===== src/rtl/core_pkg.sv =====
// Shared types and constants for the boot loader: FSM state encoding and image word geometry.
package core_pkg;

    typedef enum logic [2:0] {HEADER, LOAD, WRITE, CHECK, RUN, ERROR} boot_state_e;

    localparam int unsigned BOOT_WORD_BYTES = 4;

    // Byte address of payload word idx, counted from base.
    function automatic logic [31:0] word_addr(input logic [31:0] base, input logic [31:0] idx);
        return base + (idx << 2);
    endfunction

endpackage


===== src/rtl/boot_loader_if.sv =====
// Byte-stream input, memory write port and core control/status of the boot loader.
interface boot_loader_if #(
    parameter int unsigned MAX_WORDS = 128
);
    localparam int unsigned CNT_W = $clog2(MAX_WORDS + 1);

    logic             rx_valid_ip;
    logic [7:0]       rx_data_ip;
    logic             rx_ready_op;
    logic             mem_we_op;
    logic [31:0]      mem_addr_op;
    logic [31:0]      mem_wdata_op;
    logic             mem_gnt_ip;
    logic             core_reset_op;
    logic             core_mem_en_op;
    logic             boot_done_op;
    logic             boot_error_op;
    logic [CNT_W-1:0] words_loaded_op;

    modport master (
        input  rx_valid_ip, rx_data_ip, mem_gnt_ip,
        output rx_ready_op, mem_we_op, mem_addr_op, mem_wdata_op,
        output core_reset_op, core_mem_en_op, boot_done_op, boot_error_op, words_loaded_op
    );

    modport slave (
        output rx_valid_ip, rx_data_ip, mem_gnt_ip,
        input  rx_ready_op, mem_we_op, mem_addr_op, mem_wdata_op,
        input  core_reset_op, core_mem_en_op, boot_done_op, boot_error_op, words_loaded_op
    );

endinterface


===== src/rtl/boot_byte_assembler.sv =====
// Packs accepted bytes little-endian into 32-bit words; flags the byte that completes a word.
module boot_byte_assembler
    import core_pkg::*;
(
    input  logic        clock,
    input  logic        reset,
    input  logic        clear,
    input  logic        byte_valid,
    input  logic [7:0]  byte_data,
    output logic [31:0] word,
    output logic        word_ready
);
    localparam int unsigned IDX_W = $clog2(BOOT_WORD_BYTES);
    localparam logic [IDX_W-1:0] LAST_IDX = IDX_W'(BOOT_WORD_BYTES - 1);

    logic [IDX_W-1:0] idx_q, idx_d;
    logic [31:0]      word_q, word_d;

    always_comb begin
        word_d = word_q;
        idx_d  = idx_q;
        if (clear) begin
            idx_d = '0;
        end else if (byte_valid) begin
            word_d[{idx_q, 3'b000} +: 8] = byte_data;
            idx_d = idx_q + IDX_W'(1);
        end
    end

    // The in-flight byte is merged in so the owner can consume the word on its accepting edge.
    always_comb begin
        word = word_q;
        word[{idx_q, 3'b000} +: 8] = byte_data;
    end

    assign word_ready = byte_valid && !clear && (idx_q == LAST_IDX);

    always_ff @(posedge clock) begin
        if (!reset) begin
            idx_q  <= '0;
            word_q <= '0;
        end else begin
            idx_q  <= idx_d;
            word_q <= word_d;
        end
    end

endmodule


===== src/rtl/boot_loader.sv =====
// Boot controller: receives a length-prefixed image, writes it to instruction memory, verifies
// the XOR checksum and then releases the core from reset.
module boot_loader
    import core_pkg::*;
#(
    parameter int unsigned MAX_WORDS        = 128,
    parameter logic [31:0] INSTR_START_ADDR = 32'h0
) (
    input  logic          clock,
    input  logic          reset,
    boot_loader_if.master bus
);
    localparam int unsigned CNT_W = $clog2(MAX_WORDS + 1);

    boot_state_e      state_q, state_d;
    logic [31:0]      n_q, n_d;
    logic [31:0]      csum_q, csum_d;
    logic [CNT_W-1:0] words_q, words_d;
    logic             rx_ready_q, rx_ready_d;
    logic             mem_we_q, mem_we_d;
    logic [31:0]      mem_addr_q, mem_addr_d;
    logic [31:0]      mem_wdata_q, mem_wdata_d;
    logic             core_reset_q, core_reset_d;
    logic             core_mem_en_q, core_mem_en_d;
    logic             done_q, done_d;
    logic             error_q, error_d;

    logic        byte_valid;
    logic        asm_clear;
    logic        word_ready;
    logic [31:0] word;

    assign byte_valid = bus.rx_valid_ip && rx_ready_q;
    assign asm_clear  = (state_q == WRITE) || (state_q == RUN) || (state_q == ERROR);

    boot_byte_assembler u_asm (
        .clock      (clock),
        .reset      (reset),
        .clear      (asm_clear),
        .byte_valid (byte_valid),
        .byte_data  (bus.rx_data_ip),
        .word       (word),
        .word_ready (word_ready)
    );

    always_comb begin
        state_d       = state_q;
        n_d           = n_q;
        csum_d        = csum_q;
        words_d       = words_q;
        mem_we_d      = mem_we_q;
        mem_addr_d    = mem_addr_q;
        mem_wdata_d   = mem_wdata_q;
        core_reset_d  = core_reset_q;
        core_mem_en_d = core_mem_en_q;
        done_d        = done_q;
        error_d       = error_q;

        unique case (state_q)
            HEADER: begin
                if (word_ready) begin
                    n_d = word;
                    // Full 32-bit compare so huge headers cannot alias into range.
                    if (word > MAX_WORDS) begin
                        state_d = ERROR;
                    end else if (word == '0) begin
                        state_d = CHECK;
                    end else begin
                        state_d = LOAD;
                    end
                end
            end
            LOAD: begin
                if (word_ready) begin
                    state_d     = WRITE;
                    mem_we_d    = 1'b1;
                    mem_addr_d  = word_addr(INSTR_START_ADDR, 32'(words_q));
                    mem_wdata_d = word;
                end
            end
            WRITE: begin
                if (bus.mem_gnt_ip) begin
                    mem_we_d = 1'b0;
                    words_d  = words_q + CNT_W'(1);
                    csum_d   = csum_q ^ mem_wdata_q;
                    state_d  = (32'(words_q) + 32'd1 == n_q) ? CHECK : LOAD;
                end
            end
            CHECK: begin
                if (word_ready) begin
                    if (word == csum_q) begin
                        state_d       = RUN;
                        core_mem_en_d = 1'b1;
                    end else begin
                        state_d = ERROR;
                    end
                end
            end
            RUN: begin
                core_mem_en_d = 1'b1;
                core_reset_d  = 1'b1;
                done_d        = 1'b1;
            end
            ERROR: begin
                state_d = ERROR;
            end
            default: begin
                state_d = ERROR;
            end
        endcase

        if (state_d == ERROR) begin
            error_d       = 1'b1;
            core_reset_d  = 1'b0;
            core_mem_en_d = 1'b0;
            done_d        = 1'b0;
            mem_we_d      = 1'b0;
        end

        rx_ready_d = (state_d == HEADER) || (state_d == LOAD) || (state_d == CHECK);
    end

    always_ff @(posedge clock) begin
        if (!reset) begin
            state_q       <= HEADER;
            n_q           <= '0;
            csum_q        <= '0;
            words_q       <= '0;
            rx_ready_q    <= 1'b1;
            mem_we_q      <= 1'b0;
            mem_addr_q    <= '0;
            mem_wdata_q   <= '0;
            core_reset_q  <= 1'b0;
            core_mem_en_q <= 1'b0;
            done_q        <= 1'b0;
            error_q       <= 1'b0;
        end else begin
            state_q       <= state_d;
            n_q           <= n_d;
            csum_q        <= csum_d;
            words_q       <= words_d;
            rx_ready_q    <= rx_ready_d;
            mem_we_q      <= mem_we_d;
            mem_addr_q    <= mem_addr_d;
            mem_wdata_q   <= mem_wdata_d;
            core_reset_q  <= core_reset_d;
            core_mem_en_q <= core_mem_en_d;
            done_q        <= done_d;
            error_q       <= error_d;
        end
    end

    assign bus.rx_ready_op     = rx_ready_q;
    assign bus.mem_we_op       = mem_we_q;
    assign bus.mem_addr_op     = mem_addr_q;
    assign bus.mem_wdata_op    = mem_wdata_q;
    assign bus.core_reset_op   = core_reset_q;
    assign bus.core_mem_en_op  = core_mem_en_q;
    assign bus.boot_done_op    = done_q;
    assign bus.boot_error_op   = error_q;
    assign bus.words_loaded_op = words_q;

endmodule


===== src/flat_wrapper.sv =====
// flat-port wrapper written by rule: the top's interface ports become plain ports
module boot_loader_flat import core_pkg::*;
#(
    parameter int unsigned MAX_WORDS        = 128,
    parameter logic [31:0] INSTR_START_ADDR = 32'h0
)
  (clock, reset, bus_rx_valid_ip, bus_rx_data_ip, bus_mem_gnt_ip, bus_rx_ready_op, bus_mem_we_op, bus_mem_addr_op, bus_mem_wdata_op, bus_core_reset_op, bus_core_mem_en_op, bus_boot_done_op, bus_boot_error_op, bus_words_loaded_op);
  boot_loader_if #(.MAX_WORDS(MAX_WORDS)) bus_i ();
  input  logic clock;
  input  logic reset;
  input wire logic [$bits(bus_i.rx_valid_ip)-1:0] bus_rx_valid_ip;
  input wire logic [$bits(bus_i.rx_data_ip)-1:0] bus_rx_data_ip;
  input wire logic [$bits(bus_i.mem_gnt_ip)-1:0] bus_mem_gnt_ip;
  output wire logic [$bits(bus_i.rx_ready_op)-1:0] bus_rx_ready_op;
  output wire logic [$bits(bus_i.mem_we_op)-1:0] bus_mem_we_op;
  output wire logic [$bits(bus_i.mem_addr_op)-1:0] bus_mem_addr_op;
  output wire logic [$bits(bus_i.mem_wdata_op)-1:0] bus_mem_wdata_op;
  output wire logic [$bits(bus_i.core_reset_op)-1:0] bus_core_reset_op;
  output wire logic [$bits(bus_i.core_mem_en_op)-1:0] bus_core_mem_en_op;
  output wire logic [$bits(bus_i.boot_done_op)-1:0] bus_boot_done_op;
  output wire logic [$bits(bus_i.boot_error_op)-1:0] bus_boot_error_op;
  output wire logic [$bits(bus_i.words_loaded_op)-1:0] bus_words_loaded_op;
  assign bus_i.rx_valid_ip = bus_rx_valid_ip;
  assign bus_i.rx_data_ip = bus_rx_data_ip;
  assign bus_i.mem_gnt_ip = bus_mem_gnt_ip;
  assign bus_rx_ready_op = bus_i.rx_ready_op;
  assign bus_mem_we_op = bus_i.mem_we_op;
  assign bus_mem_addr_op = bus_i.mem_addr_op;
  assign bus_mem_wdata_op = bus_i.mem_wdata_op;
  assign bus_core_reset_op = bus_i.core_reset_op;
  assign bus_core_mem_en_op = bus_i.core_mem_en_op;
  assign bus_boot_done_op = bus_i.boot_done_op;
  assign bus_boot_error_op = bus_i.boot_error_op;
  assign bus_words_loaded_op = bus_i.words_loaded_op;
  boot_loader #(.MAX_WORDS(MAX_WORDS), .INSTR_START_ADDR(INSTR_START_ADDR)) u_core (.clock(clock), .reset(reset), .bus(bus_i));
endmodule

===== config.mk =====
export PLATFORM = sky130hd
export DESIGN_NAME = boot_loader_flat
export DESIGN_NICKNAME = d
export VERILOG_FILES = /design/src/rtl/core_pkg.sv /design/src/rtl/boot_loader_if.sv /design/src/rtl/boot_byte_assembler.sv /design/src/rtl/boot_loader.sv /design/src/flat_wrapper.sv
export SDC_FILE = /design/constraint.sdc
export NUM_CORES = 1
export LEC_CHECK = 0
export ABC_CLOCK_PERIOD_IN_PS = 4580
export CORE_UTILIZATION = 56
export CTS_BUF_LIST = sky130_fd_sc_hd__clkbuf_16
export DETAILED_ROUTE_END_ITERATION = 8
export PLACE_DENSITY = 0.8
export SYNTH_ARGS = -nofsm -noshare
export SYNTH_HDL_FRONTEND = slang
export SYNTH_SLANG_ARGS = --single-unit
export TNS_END_PERCENT = 1

===== constraint.sdc =====
create_clock -name clock -period 4.58 [get_ports clock]
set_input_delay 0.687 -clock clock [delete_from_list [all_inputs] [get_ports clock]]
set_output_delay 0.687 -clock clock [all_outputs]
set_load 0.05 [all_outputs]

==> metrics.md <==
| Metric | Value |
|---|---|
| Final Cell Area | 8870 um2 |
| Resized Gates After CTS | 0 |
| Drt pass-1 iters | 8 |
| Clock transition at path regs | ~0.060 ns |
| Outcome | finished, final reports clean |
| CTS tree | yes |
| Placed cells | 1089 |
| Fmax | 267 MHz |
| Initial DRC Count | approximately 720 |
| Multi-input logic area | between 4000 and 5000 um2 |
| Layout cells sized above 1 | under 10% |
| Vias per cell | 5.95 |
| Cts bufs inserted | 17 |
| Vias | 6674 |
| Dpl hpwl | about 15000 um |
| CTS Buffer Depth | 2 |
| Num rows | 42 |
| Post-synthesis instance area | 7560 um2 |
| Synthesized area per cell | about 8.5 um2 |
| FF/Latch Area | just over 3000 um2 |
| Top cells by area, synth | dfxtp_1 (41%), a211oi_1 (9.7%), nor2_1 (7.5%), xor2_1 (4.7%), xnor2_1 (3.5%) |
| Synthesized flop and latch total | between 150 and 200 |
| IO Count | 90 |
| GRT Overall Usage | between 30% and 40% |
| Die ar. | 14000 um2 |
| CP Class | register to register |
| Area Overhead vs Synth | 17.2% |
| Max Cap Violations | 0 |
| DRC | 0 |
| CP startpoint kind | register |
| # fillers | 1131 |
| Postcts setup bufs | 0 |
| Top_reg_cell synth | dfxtp_1 |
| Tmin final | 3.75 ns |
| Total number of clock tree sinks | approximately 150 |
| Clock Skews | 0.0100 ns |
| Vias in the first global route | 6067 |
| Int Pwr | 2430 uW |
| Synth top area share | 40.8% |
| Slew margin rel. | 31.1% |
| Gpl congestion | between 1 and 1.5 |
| Worst Hold Depth | 2 |
| Root buf cell | clkbuf_16 |
| Final setup viols | 0 |
| Core area | 13200 um2 |
| Initial core utilization | a little under three fifths |
| First-pass GRT wire length | 34800 um |
| Worst setup EP type | register |
| Arrival time at the worst endpoint | 4.02 ns |
| PD cells | 379 nW/um2 |
| Crit share post-route | 81.8% |
| Sw frac | between 20% and 30% |
| Worst Reg-to-Reg Cells | 10 |
| Switching power | 929 uW |
| Die height | 118 um |
| Area leader, netlist | dfxtp_1 |
| Total Wirelength | between 20000 and 25000 um |
| Largest net degree at the start of global routing | 95 |
| Clock Power Share | between 40% and 50% |
| Post-synth EDFFs | 0 |
| Post-Layout Cell Count | between 1000 and 1500 |
| Number of synthesis warnings | 0 |
| IR drop worst, VDD | 0.000310 V |
| Overall power | 3360 uW |
| Leakage | 0.00308 uW |
| Logic pwr share | approximately 14% |
| CP required | 4.85 ns |
| Grt ovf | 0 |
| Register area share after synthesis | 40.8% |
| Distinct cells, synth | 70 |
| Slew Viols, Final | 0 |
| N_diodes | 0 |
| Final hold viol count | 0 |
| Buffers on Ports | 65 |
| RSZ-0062 raised after global routing | no |
| Antenna viol nets, final | 0 |
| CTS Hold Bufs | 0 |
| Placed Area | 8240 um2 |
| Min-delay worst type | register to register |
| Async SR Flop Fraction | 0% |
| Setup TNS | 0 ns |
| WL/cell | just under 20 um |
| Post-layout net count | 950 |
| Flop pwr share | around two fifths |
| CTS H-tree depth | 4 |
| Die W | 118 um |
| Synthesized instance count | just under 900 |
| Worst skew pair latency | 0.44 ns |
| Worst Tran Pin Value | 1.03 ns |
| Number of antenna violations at the first check in global routing | 0 |
| Maximum fanout along the worst path | 19 |
-- critical path, stage by stage (launching register included) --
cell and delay, ns:
dfxtp_1 0.34, inv_1 0.11, ha_1 0.57, nor3b_4 0.66
a31oi_2 0.34, xnor2_1 0.23, nor4_1 0.36, nand4_1 0.25
nor4_4 0.46, or2_2 0.20, nor2_1 0.05
-- Yosys cell counts (2+ instances only) --
cell type    n
nand3_1     12
nand4_1     14
and2b_1      2
a21oi_2      2
o21ai_0      8
a31oi_4      5
o22ai_1      7
a31oi_1     12
and3b_1      2
nor3_1      10
a2bb2oi_1    2
buf_4       26
nor2b_1     22
a22oi_1      7
a211oi_1    98
nor4_1      10
o211ai_1     3
a31oi_2      3
o311ai_0     2
nor2_1     151
clkbuf_1    45
xor2_1      41
or4_1        3
ha_1         6
nand2b_1    26
or2_2        3
a222oi_1     2
a21boi_0     7
o31ai_1      3
dfxtp_1    154
a2111oi_0    2
inv_1       22
xnor2_1     30
and2b_4      4
and3_1       4
nand2_1     66
buf_1        4
a21boi_1     8
buf_2        7
nand3b_1     2
a21oi_1     27
-- path summary, 6_finish.rpt --
kind         slack, ns                                     end                                    from
max               0.83            u_core.state_q[0]$_SDFF_PN0_      u_core.u_asm.idx_q[1]$_SDFFE_PP0P_
min reg2reg       0.45  u_core.bus.mem_addr_op[9]$_SDFFE_PN0P_  u_core.bus.mem_addr_op[9]$_SDFFE_PN0P_
max reg2reg       0.83            u_core.state_q[0]$_SDFF_PN0_      u_core.u_asm.idx_q[1]$_SDFFE_PP0P_
min               0.45  u_core.bus.mem_addr_op[9]$_SDFFE_PN0P_  u_core.bus.mem_addr_op[9]$_SDFFE_PN0P_
-- cell type report --
class                   instances  share of cell area (%)
clock buffers                  17                    4.80
clock inverters                15                    2.24
inverters                      23                    1.00
multi-input cells             656                    45.9
flip-flops and latches        154                    34.8
well taps                     176                    2.48
repair buffers                 80                    8.75
-- flip-flops by register name (all words and copies together), names as in the netlist --
signal / count
u_core.bus.boot_error_op: 1
u_core.bus.core_mem_en_op: 1
u_core.bus.core_reset_op: 1
u_core.bus.mem_addr_op: 8
u_core.bus.mem_wdata_op: 32
u_core.bus.mem_we_op: 1
u_core.bus.rx_ready_op: 1
u_core.bus.words_loaded_op: 8
u_core.csum_q: 32
u_core.n_q: 32
u_core.state_q: 3
u_core.u_asm.idx_q: 2
u_core.u_asm.word_q: 32
-- cell families after synthesis --
group                    Yosys count  synth area share (%)
adder cells (fa/ha/maj)            6                 0.993
other                              1                0.0496
multiplexers                       1                 0.132
XOR/XNOR                          71                  8.22
buffers and inverters            106                  6.77
AO/OA/AOI/OAI                    211                  21.1
AND/OR/NAND/NOR                  343                  22.0
flip-flops                       154                  40.8
-- stage by stage --
stage | util (%) | setup slack [ns] | hold slack (ns)
2_1_floorplan | - | 1.42 | 0.474
3_3_place_gp | 62.5 | 0.965 | 0.443
3_5_place_dp | 62.5 | 0.928 | 0.446
4_1_cts | 67.2 | 0.910 | 0.455
5_1_grt | 67.2 | 0.650 | 0.479
6_report | 67.2 | 0.833 | 0.453
-- routing by layer --
layer,wire length [um],part of all wire (%),vias to the layer above,global-route usage [%]
li1,-,-,3168,-
met1,10300,46,3147,46.6
met2,9550,43,299,47.0
met3,1560,7.0,60,6.27
met4,775,3.5,0,15.1
met5,0,0,-,0
-- cells in the final DEF, fill, tap and decap left out, drive strengths merged, types with 4 or more instances in the layout --
cell	instances
a21oi	29
nand2b	26
conb	24
and2b	6
clkinv	6
buf	15
dfxtp	154
clkdlybuf4s50	65
ha	6
and3	5
or4	4
o21ai	8
nor4	11
a211oi	99
a31oi	20
nor2	151
inv	25
nand3	12
nand4	14
xnor2	30
clkbuf	17
nor3	11
nand2	66
xor2	41
bufinv	4
a22oi	7
nor2b	23
a21boi	15
o22ai	7
-- power by group through the flow --
stage | Clock [uW] | Sequential [uW] | Combinational [uW]
floorplan | 0 | 1420 | 345
global placement | 0 | 1420 | 450
detailed placement | 0 | 1420 | 447
CTS | 1510 | 1390 | 450
global route | 1560 | 1400 | 488
finish | 1500 | 1400 | 462
Power figures use the tool's default switching activity.
